File: config.mk
export PLATFORM = sky130hd
export DESIGN_NAME = debounce_fsm
export DESIGN_NICKNAME = d
export VERILOG_FILES = /design/src/rtl/debounce_pkg.sv /design/src/rtl/debounce_fsm_sync_ff_chain.sv /design/src/rtl/debounce_fsm.sv
export SDC_FILE = /design/constraint.sdc
export NUM_CORES = 1
export LEC_CHECK = 0
export ABC_AREA = 1
export CAP_MARGIN = 20
export CORE_MARGIN = 2
export CORE_UTILIZATION = 38
export CTS_CLUSTER_SIZE = 25
export DETAILED_ROUTE_END_ITERATION = 16
export HOLD_SLACK_MARGIN = 0.12
export PLACE_DENSITY = 0.73
export SYNTH_ARGS = -nofsm -noshare
export SYNTH_HDL_FRONTEND = slang
export SYNTH_HIERARCHICAL = 1
export SYNTH_SLANG_ARGS = --single-unit
export TNS_END_PERCENT = 50
File: constraint.sdc
create_clock -name clk -period 1.1 [get_ports clk]
set_input_delay 0.22 -clock clk [delete_from_list [all_inputs] [get_ports clk]]
set_output_delay 0.22 -clock clk [all_outputs]
set_load 0.01 [all_outputs]
File: src/rtl/debounce_pkg.sv
// Shared types for the mechanical-input debouncer: state encoding and state decode helpers.
package debounce_pkg;

  localparam int STATE_W = 2;

  typedef enum logic [STATE_W-1:0] {
    S_LOW     = 2'd0,
    S_WAIT_HI = 2'd1,
    S_HIGH    = 2'd2,
    S_WAIT_LO = 2'd3
  } state_e;

  // Debounced level implied by a state: high while accepted-high or confirming a fall.
  function automatic logic level_of(input state_e s);
    logic lvl;
    case (s)
      S_HIGH:    lvl = 1'b1;
      S_WAIT_LO: lvl = 1'b1;
      S_LOW:     lvl = 1'b0;
      S_WAIT_HI: lvl = 1'b0;
      default:   lvl = 1'b0;
    endcase
    return lvl;
  endfunction

  function automatic logic is_wait(input state_e s);
    logic w;
    case (s)
      S_WAIT_HI: w = 1'b1;
      S_WAIT_LO: w = 1'b1;
      S_LOW:     w = 1'b0;
      S_HIGH:    w = 1'b0;
      default:   w = 1'b0;
    endcase
    return w;
  endfunction

endpackage

File: src/rtl/debounce_fsm_sync_ff_chain.sv
// Multi-flop synchroniser bringing an asynchronous input into the clk domain.
module sync_ff_chain #(
  parameter int STAGES = 2
) (
  input  logic clk,
  input  logic reset_n,
  input  logic d,
  output logic q
);

  logic [STAGES-1:0] chain_r;

  // Shift the raw input through the chain; only the last flop is used downstream.
  always_ff @(posedge clk or negedge reset_n) begin
    if (!reset_n) begin
      chain_r <= '0;
    end else begin
      chain_r <= {chain_r[STAGES-2:0], d};
    end
  end

  assign q = chain_r[STAGES-1];

endmodule

File: src/rtl/debounce_fsm.sv
// Tick-paced debouncer FSM with clean level, rise/fall pulses and busy flag.
// Optional rejected-transition counter enabled by defining DEBOUNCE_GLITCH_CNT_EN.
module debounce_fsm
  import debounce_pkg::*;
#(
  parameter int SETTLE_TICKS = 4,
  parameter int SYNC_STAGES  = 2,
  parameter int GLITCH_W     = 8
) (
  input  logic                clk,
  input  logic                reset_n,
  input  logic                tick,
  input  logic                noisy_in,
  output logic                db_level,
  output logic                rise_pulse,
  output logic                fall_pulse,
  output logic                busy,
  input  logic                glitch_clr,
  output logic [GLITCH_W-1:0] glitch_cnt
);

  localparam int              CNT_W    = $clog2(SETTLE_TICKS + 1);
  localparam logic [CNT_W-1:0] CNT_LAST = CNT_W'(SETTLE_TICKS - 1);
  localparam logic [CNT_W-1:0] CNT_ONE  = CNT_W'(1);

  logic             sync_in_s;
  state_e           state_r;
  state_e           state_nxt_s;
  logic [CNT_W-1:0] cnt_r;
  logic [CNT_W-1:0] cnt_nxt_s;
  logic             revert_s;
  logic             lvl_nxt_s;
  logic             db_level_r;
  logic             rise_pulse_r;
  logic             fall_pulse_r;
  logic             busy_r;

  sync_ff_chain #(
    .STAGES (SYNC_STAGES)
  ) u_sync (
    .clk     (clk),
    .reset_n (reset_n),
    .d       (noisy_in),
    .q       (sync_in_s)
  );

  // Next-state and settle-counter logic; a revert beats a same-cycle tick.
  always_comb begin
    state_nxt_s = state_r;
    cnt_nxt_s   = cnt_r;
    revert_s    = 1'b0;
    case (state_r)
      S_LOW: begin
        if (sync_in_s) begin
          state_nxt_s = S_WAIT_HI;
          cnt_nxt_s   = '0;
        end else begin
          state_nxt_s = S_LOW;
        end
      end
      S_WAIT_HI: begin
        if (!sync_in_s) begin
          state_nxt_s = S_LOW;
          revert_s    = 1'b1;
        end else if (tick && (cnt_r == CNT_LAST)) begin
          state_nxt_s = S_HIGH;
          cnt_nxt_s   = '0;
        end else if (tick) begin
          cnt_nxt_s = cnt_r + CNT_ONE;
        end else begin
          cnt_nxt_s = cnt_r;
        end
      end
      S_HIGH: begin
        if (!sync_in_s) begin
          state_nxt_s = S_WAIT_LO;
          cnt_nxt_s   = '0;
        end else begin
          state_nxt_s = S_HIGH;
        end
      end
      S_WAIT_LO: begin
        if (sync_in_s) begin
          state_nxt_s = S_HIGH;
          revert_s    = 1'b1;
        end else if (tick && (cnt_r == CNT_LAST)) begin
          state_nxt_s = S_LOW;
          cnt_nxt_s   = '0;
        end else if (tick) begin
          cnt_nxt_s = cnt_r + CNT_ONE;
        end else begin
          cnt_nxt_s = cnt_r;
        end
      end
      default: begin
        state_nxt_s = S_LOW;
        cnt_nxt_s   = '0;
      end
    endcase
  end

  assign lvl_nxt_s = level_of(state_nxt_s);

  // State, counter and outputs all register together so level and pulses line up.
  always_ff @(posedge clk or negedge reset_n) begin
    if (!reset_n) begin
      state_r      <= S_LOW;
      cnt_r        <= '0;
      db_level_r   <= 1'b0;
      rise_pulse_r <= 1'b0;
      fall_pulse_r <= 1'b0;
      busy_r       <= 1'b0;
    end else begin
      state_r      <= state_nxt_s;
      cnt_r        <= cnt_nxt_s;
      db_level_r   <= lvl_nxt_s;
      rise_pulse_r <= lvl_nxt_s & ~db_level_r;
      fall_pulse_r <= ~lvl_nxt_s & db_level_r;
      busy_r       <= is_wait(state_nxt_s);
    end
  end

  assign db_level   = db_level_r;
  assign rise_pulse = rise_pulse_r;
  assign fall_pulse = fall_pulse_r;
  assign busy       = busy_r;

`ifdef DEBOUNCE_GLITCH_CNT_EN
  logic [GLITCH_W-1:0] glitch_cnt_r;

  // Saturating count of rejected transitions; clear wins over a same-cycle revert.
  always_ff @(posedge clk or negedge reset_n) begin
    if (!reset_n) begin
      glitch_cnt_r <= '0;
    end else if (glitch_clr) begin
      glitch_cnt_r <= '0;
    end else if (revert_s && (glitch_cnt_r != {GLITCH_W{1'b1}})) begin
      glitch_cnt_r <= glitch_cnt_r + GLITCH_W'(1);
    end else begin
      glitch_cnt_r <= glitch_cnt_r;
    end
  end

  assign glitch_cnt = glitch_cnt_r;
`else
  logic unused_s;

  assign unused_s   = glitch_clr ^ revert_s;
  assign glitch_cnt = '0;
`endif

endmodule

---- After elaboration in Yosys (flattened, before gate mapping) ----
Cells that the tools add are included.
word-level totals
  register bits after elaboration ......... 11
  word-level logic and storage cells ...... 47
operators by class
  $add $sub $neg .......................... 1
  eq/ne operators ......................... 11
  mux-type cells .......................... 16
  bitwise operators ....................... 4
  reductions and logical operators ........ 8
operator list
  kind                   number
  $mux W3                6
  $pmux W3 S4            1
  $eq A2 B2 Y1 const B   4
  $mux W2                4
  $pmux W2 S4            1
  $reduce_or A2 Y1       4
  $eq A2 B1 Y1 const B   2
  $logic_not A2 Y1       2
  $ne A2 B1 Y1 const B   2
  $ne A2 B2 Y1 const B   2
  $pmux W1 S2            2
  $reduce_and A4 Y1      1
  $add A3 B1 Y3 const B  1
  $eq A3 B2 Y1 const B   1
  $and A1 B1 Y1          2
  $mux W1                2
  $not A1 Y1             2
  $logic_and A1 B1 Y1    1

---- Longest topological paths before layout ----
Gate-level depths: netlist (run 1).
  depth after elaboration ................. 10
  mapped depth ............................ 6
  mapped depth without buffers ............ 6

---- Modules after synthesis ----
The synthesis (run 1) kept the hierarchy.
modules (own cells, without submodules)
  module         times used  cells an instance  area each (µm²)  seq. area each (µm²)
  debounce_fsm   1           54                 451.7            200.2
  sync_ff_chain  1           2                  50.0             50.0

---- Worst setup path after synthesis (run 1) ----
No wires, ideal clock.
  kind .................................... register to register
  start ................................... register cnt_r[0]
  end ..................................... register fall_pulse_r (netlist: fall_pulse)
  library setup time ...................... 0.114 ns
  arrival time ............................ 0.949 ns
  data required time ...................... 0.986 ns
  setup slack ............................. 0.037 ns
  stages on the path, launching flop included .. 7
  path buffers ............................ 0
  path through ............................ dfrtp_1 ha_1 inv_1 nor2_1 nand4_1 nand2_2 nor2_2
between the ends
  word-level cells in the longest chain between the ends .. 10
  elaborated cells on any way between the ends .. 16
RTL lines
  element                                     line                                    source
  start, declared                             debounce_fsm.sv:29                      logic [CNT_W-1:0] cnt_r;
  start signal, assigned                      debounce_fsm.sv:115                     cnt_r <= cnt_nxt_s;
  $eq A3 B2 Y1 *                              debounce_fsm.sv:65, debounce_fsm.sv:86
  $logic_and A1 B1 Y1 *                       debounce_fsm.sv:65, debounce_fsm.sv:86
  $mux W2, on equally long branches           debounce_fsm.sv:86, debounce_fsm.sv:65
  $mux W2, on equally long branches           debounce_fsm.sv:83, debounce_fsm.sv:62
  $pmux W2 S4 *                               debounce_fsm.sv:52                      case (state_r)
  via state_nxt_s[1]                          debounce_fsm.sv:28                      state_e state_nxt_s;
  $eq A2 B1 Y1, or another cell as far along  debounce_pkg.sv:16                      case (s)
  $reduce_or A2 Y1 (no source line)           --
  $pmux W1 S2 *                               debounce_pkg.sv:16
  $not A1 Y1 *                                debounce_fsm.sv:118                     fall_pulse_r <= ~lvl_nxt_s & db_level_r;
  $and A1 B1 Y1 *                             debounce_fsm.sv:118
  end signal, assigned                        debounce_fsm.sv:118
  end, declared                               debounce_fsm.sv:35                      logic fall_pulse_r;
The timed path passes the listed nets; every way through them passes the cells marked *.
A chain may end at the register's enable or synchronous reset.

---- Worst setup path in the final report (run 1) ----
  start ................................... register cnt_r[1]
  end ..................................... register fall_pulse_r (netlist: fall_pulse)
Same word-level chain as after synthesis.

==> results of run 1 <==
## stage by stage
step,utilization,power [W]
floorplan,-,0.000896
global placement,0.463,0.00112
detailed placement,0.463,0.00114
CTS,0.493,0.00139
global route,0.494,0.00151
finish,0.494,0.00137
## worst max-delay path: cells and delay by family (launching register included)
kind / cells / cell delay [ns]
AND/OR/NAND/NOR: 4 / 0.36
flip-flops: 1 / 0.40
buffers and inverters: 1 / 0.04
adder cells (fa/ha/maj): 1 / 0.18
## per-layer routing
metal,wire [um],GRT usage,vias up,part of all wire
li1,-,-,191,-
met1,307,0.148,178,0.41
met3,46,0.0611,0,0.061
met2,402,0.190,12,0.53
met5,0,0,-,0
met4,0,0.0333,0,0
## what timing repair did
| item | 4_1_cts | 5_1_grt |
|---|---|---|
| setup endpoints to repair | 6 | 8 |
| pin swaps | 1 | 4 |
| gates resized for setup | 12 | 7 |
| setup buffers | 0 | 1 |
## logic make-up after synthesis
kind of cell / synth area share
adder cells (fa/ha/maj): 0.0249
AND/OR/NAND/NOR: 0.267
flip-flops: 0.499
other: 0.00747
buffers and inverters: 0.172
AO/OA/AOI/OAI: 0.0299
## cell usage in the layout, fill, tap and decap left out, types with 3 or more instances in the layout
cell type	n
conb_1	8
dfrtp_1	10
clkbuf_4	3
nand2_1	11
o21ai_1	3
nand2_2	3
inv_1	6
clkdlybuf4s50_1	3
nand3_1	4
buf_4	5
## sequential cells by signal, summed over array words and instances, names as in the netlist
register	cells
cnt_r	3
db_level	1
fall_pulse	1
rise_pulse	1
state_r	2
u_sync/chain_r	2
## area by class of cell
cell class,count,area (um2)
Timing Repair Buffer,12,92.6
Clock buffer,3,22.5
Multi-Input combinational cell,38,214
Fill cell,128,642
Inverter,7,28.8
Tap cell,15,18.8
Sequential cell,10,250
## power groups by stage
stage | Clock (W) | Sequential, W | Combinational (W)
final | 0.000235 | 0.000573 | 0.000565
after global routing | 0.000276 | 0.000591 | 0.000644
after CTS | 0.000252 | 0.000572 | 0.000571
after detailed placement | 0 | 0.000564 | 0.000581
after global placement | 0 | 0.000556 | 0.000564
after floorplan | 0 | 0.000605 | 0.000291
## worst max-delay path by stage
stage                        start         end  slack [ns]  depth (start not counted)
after floorplan           cnt_r[0]  fall_pulse        0.04                          6
after global placement        tick    cnt_r[0]       -0.19                          6
after detailed placement      tick    cnt_r[0]       -0.23                          6
after CTS                 cnt_r[0]  fall_pulse      -0.004                          6
after global routing      cnt_r[1]  fall_pulse       -0.06                          6
final                     cnt_r[1]  fall_pulse       0.006                          6
==> run_results.csv, run 1 <==
group,metric,value,unit
cells_and_area,layout-drive-gt1-share,0.286,
global_route,grt_first_pass_wirelength,1.28,mm
power,swShare,0.360,
detailed_routing,vias,381,
detailed_routing,remaining_drc_errors,0,
cts,htreeDepth,1,
worst_setup_path,rr_worst_depth,6,
cells_and_area,fin_cells,85,
sta,whs,0.252,ns
power,p_seq_frac,0.418,
worst_setup_path,cp_max_fo,4,
power,pwr-share-clk,0.171,
power,ir_worst_vdd,1.02,mV
worst_setup_path,path_cells,"ha_4 -> inv_4 -> nor2_4 -> nand4_1 -> nand2_2 -> nor2_2",
place,dp.cells,81,
detailed_routing,drtIter0Drc,3,
synth,netlist-cell-type-count,15,
place,place_congestion,0.775,
floorplanning,top_level_ports,17,
worst_setup_path,critPathRequiredTime,1.25,ns
floorplanning,die_x,40.3,um
detailed_routing,wl,757,um
place,io_buffers,7,
sta,finalSetupViolCount,0,
outcome,status,"complete, no violations",
power,internal-power,0.000879,W
synth,synth_area,502,um2
floorplanning,dieArea,0.00163,mm2
power,powerDensity,2190,mW/mm2
cts,hold_buffers,0,
synth,synthCells,56,
detailed_routing,drtAntennaViolNets,0,
sta,worst_slack,0.00643,ns
power,total_leakage_power,0.332,nW
sta,clock_skew,0.00127,ns
cells_and_area,area_growth,24.9,%
place,dpl_cell_area,587,um2
sta,grt_setup_unrepaired,"true",
floorplanning,core_area,0.00127,mm2
worst_setup_path,crit-reg2reg-launch,"cnt_r[1]",
cts,cts_buffer_depth,2,
floorplanning,die_y,40.3,um
cells_and_area,diodes,0,
synth,synth.avg_cell_area,8.96,um2
synth,yosysTopAreaCell,"dfrtp_1",
floorplanning,start_util,0.395,
synth,synth_async_sr_flop_share,1.00,
place,place_ws,-0.229,ns
cts,cts_buffers,3,
floorplanning,row_count,13,
synth,synth_common_cells,"nand2_1, dfrtp_1, buf_4",
cells_and_area,design_area,627,um2
synth,synth.most_common_cell,"nand2_1",
global_route,grt_max_degree,11,
cts,clk_latency,0.25,ns
sta,fmax,914,MHz
synth,synth_top_area_share,0.499,
sta,setup_tns,0,ns
worst_setup_path,crit_slowest_cell,"dfrtp_1",
detailed_routing,drt-wirelength-per-cell,8.91,um
cts,clkTransAtPathRegs,0.06,ns
detailed_routing,firstDrtPassIters,3,
power,p_switching,0.000494,W
synth,synth-main-ff-cell,"dfrtp_1",
cts,cts_tree,"yes",
cells_and_area,num-nets-final,78,
worst_setup_path,crit_type,"flip-flop to flip-flop",
synth,synthTopCellsByArea,"dfrtp_1, buf_4, nand2_1",
detailed_routing,drt-vias-per-instance,4.48,
cts,cts-root-buf,"clkbuf_4",
synth,ys_seq_elements,10,
sta,drv_slew,0,
synth,synth-edff-count,0,
sta,period_share,0.994,
worst_setup_path,crit_path_start_kind,"flip-flop",
worst_setup_path,r2r_end,"fall_pulse",
global_route,grt_pass1_vias,326,
min_path,hold_path_class,"primary input to async pin",
global_route,antenna_found_initial,0,
place,hpwl,605,um
global_route,overflow,0,
worst_setup_path,worstSetupEndpointType,"flip-flop",
sta,finalHoldViolations,0,
cts,clock-sinks,10,
sta,min_period,1.09,ns
power,power_frac_comb,0.411,
synth,ys_seq_area_frac,0.499,
worst_setup_path,max_stage_delay,0.40,ns
worst_setup_path,r2r_setup_slack,0.006,ns
worst_setup_path,arrival,1.24,ns
synth,yosysWarnings,6,
flow_run,drv_cap,0,
global_route,track_usage,0.122,
Note: power is estimated with default switching activity, not from simulation.
==> run 2, diff against run 1 <==
ABC_AREA = not set   (was 1)
CORE_AREA = 2 2 39 41   (was not set)
CORE_MARGIN = not set   (was 2)
CORE_UTILIZATION = not set   (was 38)
DIE_AREA = 0 0 41 43   (was not set)
PLACE_DENSITY = 0.69   (was 0.73)
==> run 2 against run 1 <==
Highest routed layer is now met4. Synthesized cell count fell by 27%. The run now ends with negative setup slack left. Combinational power fell by 14%. Global-route usage fell by 1.9 points. Non-clock buffer count rose by 1. Cell area fell by 8.8%. Sequential share of layout area rose by 3.8 points.
==> run_results.csv, run 2 <==
group,metric,value,unit
outcome,status,"complete, but fails checks",
outcome,violations,"negative setup slack",
cells_and_area,design_area,572,um2
synth,synth_top_area_share,0.549,
synth,ys_seq_area_frac,0.549,
place,hpwl,514,um
place,io_buffers,7,
cells_and_area,top_regs,"cnt_r x3, state_r x2, u_sync/chain_r x2",
min_path,hold_path_class,"primary input to async pin",
detailed_routing,drtAntennaViolNets,0,
cells_and_area,largest-register,"cnt_r",
synth,synth.avg_cell_area,11.1,um2
cells_and_area,layout_commonest_cell,"dfrtp_1",
power,ir_worst_vdd,0.847,mV
cts,clkTransAtPathRegs,0.06,ns
detailed_routing,drtIter0Drc,0,
cts,clock-sinks,10,
worst_setup_path,crit_slowest_cell,"dfrtp_1",
sta,grt_setup_unrepaired,"true",
cts,cts_buffer_depth,2,
global_route,track_usage,0.103,
worst_setup_path,crit_type,"flip-flop to flip-flop",
cts,clk_latency,0.25,ns
worst_setup_path,r2r_setup_slack,-0.16,ns
cells_and_area,area_growth,25.5,%
synth,synth_area,455,um2
cells_and_area,multi_input_area,171,um2
global_route,grt_max_degree,11,
synth,synth-edff-count,0,
synth,yosysTopAreaCell,"dfrtp_1",
worst_setup_path,path_cells,"ha_2 -> nand4b_1 -> mux2i_2 -> and2_1",
global_route,antenna_found_initial,0,
synth,synth-main-ff-cell,"dfrtp_1",
synth,synthTopCellsByArea,"dfrtp_1, buf_4, o21ai_0",
cts,htreeDepth,1,
worst_setup_path,arrival,1.45,ns
cells_and_area,seqCellArea,250,um2
global_route,grt_first_pass_wirelength,1.17,mm
detailed_routing,vias,308,
cts,cts_buffers,3,
detailed_routing,drt-vias-per-instance,4.28,
cts,cts-root-buf,"clkbuf_4",
place,dp.cells,69,
detailed_routing,firstDrtPassIters,1,
floorplanning,core_area,0.00138,mm2
power,powerDensity,2230,mW/mm2
worst_setup_path,crit-reg2reg-launch,"cnt_r[1]",
sta,finalSetupViolCount,6,
synth,synth_async_sr_flop_share,1.00,
floorplanning,dieArea,0.00176,mm2
place,place_congestion,0.607,
sta,clock_skew,0.00160,ns
cells_and_area,final_util,0.413,
synth,ys_seq_elements,10,
floorplanning,die_y,43,um
sta,drv_slew,0,
sta,fmax,796,MHz
sta,finalHoldViolations,0,
worst_setup_path,r2r_end,"fall_pulse",
floorplanning,row_count,14,
worst_setup_path,critPathRequiredTime,1.29,ns
flow_run,drv_cap,0,
cts,cts_tree,"yes",
global_route,grt_pass1_vias,308,
synth,yosysWarnings,6,
cells_and_area,num-nets-final,64,
worst_setup_path,worstSetupEndpointType,"flip-flop",
worst_setup_path,crit_path_end,"fall_pulse",
cells_and_area,layout-drive-gt1-share,0.286,
floorplanning,die_x,41,um
synth,netlist-cell-type-count,20,
cells_and_area,fillers,142,
detailed_routing,wl,673,um
sta,min_period,1.26,ns
floorplanning,top_level_ports,17,
worst_setup_path,rr_worst_depth,4,
power,total_leakage_power,0.302,nW
place,dpl_cell_area,559,um2
global_route,overflow,0,
detailed_routing,drt-wirelength-per-cell,9.35,um
cells_and_area,diodes,0,
synth,synth.most_common_cell,"dfrtp_1",
worst_setup_path,crit_path_start_kind,"flip-flop",
worst_setup_path,max_stage_delay,0.38,ns
sta,period_share,1.14,
synth,synth_common_cells,"dfrtp_1, buf_4, nand2_1, o21ai_0, inv_1",
worst_setup_path,crit_path_start,"cnt_r[1]",
cells_and_area,final_cell_mix,"dfrtp_1, conb_1, buf_4",
worst_setup_path,cp_max_fo,4,
sta,worst_slack,-0.156,ns
cells_and_area,largest_reg_flops,3,
synth,synthCells,41,
floorplanning,start_util,0.329,
cells_and_area,fin_cells,72,
cts,hold_buffers,0,
detailed_routing,remaining_drc_errors,0,
## run 2: cell count changes after synthesis, moves of 3 or more
cell	change
inv_1	-5
nand2_1	-9
nand3_1	-3
o21ai_0	+3
o21ai_1	-3
## run 2: logic make-up after synthesis
kind of cell	share of synthesized area
AND/OR/NAND/NOR	0.137
flip-flops	0.549
buffers and inverters	0.148
AO/OA/AOI/OAI	0.0604
XOR/XNOR	0.0385
adder cells (fa/ha/maj)	0.0275
other	0.00823
multiplexers	0.0302
## run 2: layout make-up
type | instances | share of cell area
Multi-Input combinational cell | 28 | 0.300
Timing Repair Buffer | 13 | 0.175
Inverter | 2 | 0.0131
Clock buffer | 3 | 0.0394
Tap cell | 16 | 0.0350
Sequential cell | 10 | 0.438
## run 2: worst max-delay path: cells and delay by family (launching register included)
kind,cells,cell delay (ns)
flops,1,0.38
simple gates,2,0.32
mux,1,0.31
fa+ha+maj,1,0.19
## run 2: per-stage QoR
stage	hold slack, ns	setup WS (ns)	setup TNS, ns	power (W)
finish	0.244	-0.156	-0.584	0.00127
global route	0.250	-0.230	-1.02	0.00139
CTS	0.241	-0.152	-0.583	0.00129
detailed placement	0.343	-0.293	-1.85	0.00108
global placement	0.334	-0.278	-1.68	0.00107
floorplan	-0.0756	-0.0468	-0.0958	0.000813
## run 2: routing by layer
layer	part of all wire	vias to the layer above	global-route usage
met2	0.50	14	0.159
met5	0	-	0
met1	0.41	144	0.108
li1	-	148	-
met4	0.015	0	0.0800
met3	0.074	2	0.0314
## run 2: worst min-delay path by stage
stage	startpoint	to	slack (ns)	cells after the start
after floorplan	reset_n	cnt_r[0]	-0.08	0
after global placement	u_sync/chain_r[0]	u_sync/chain_r[1]	0.33	0
after detailed placement	u_sync/chain_r[0]	u_sync/chain_r[1]	0.34	0
after CTS	reset_n	db_level	0.24	2
after global routing	reset_n	u_sync/chain_r[0]	0.25	2
final	reset_n	db_level	0.24	2
## run 2: power breakdown
part	internal [W]	switching, W	total [W]	leakage (nW)
Combinational	0.000246	0.000242	0.000488	0.158
Clock	0.000125	0.000104	0.000229	0.0138
Sequential	0.000484	0.0000732	0.000557	0.130
## run 2: what timing repair did
action | in CTS | in global routing
resized for setup | 11 | 4
pin swaps | 1 | 1
endpoints found under the setup margin | 10 | 8
setup buffers | 0 | 0
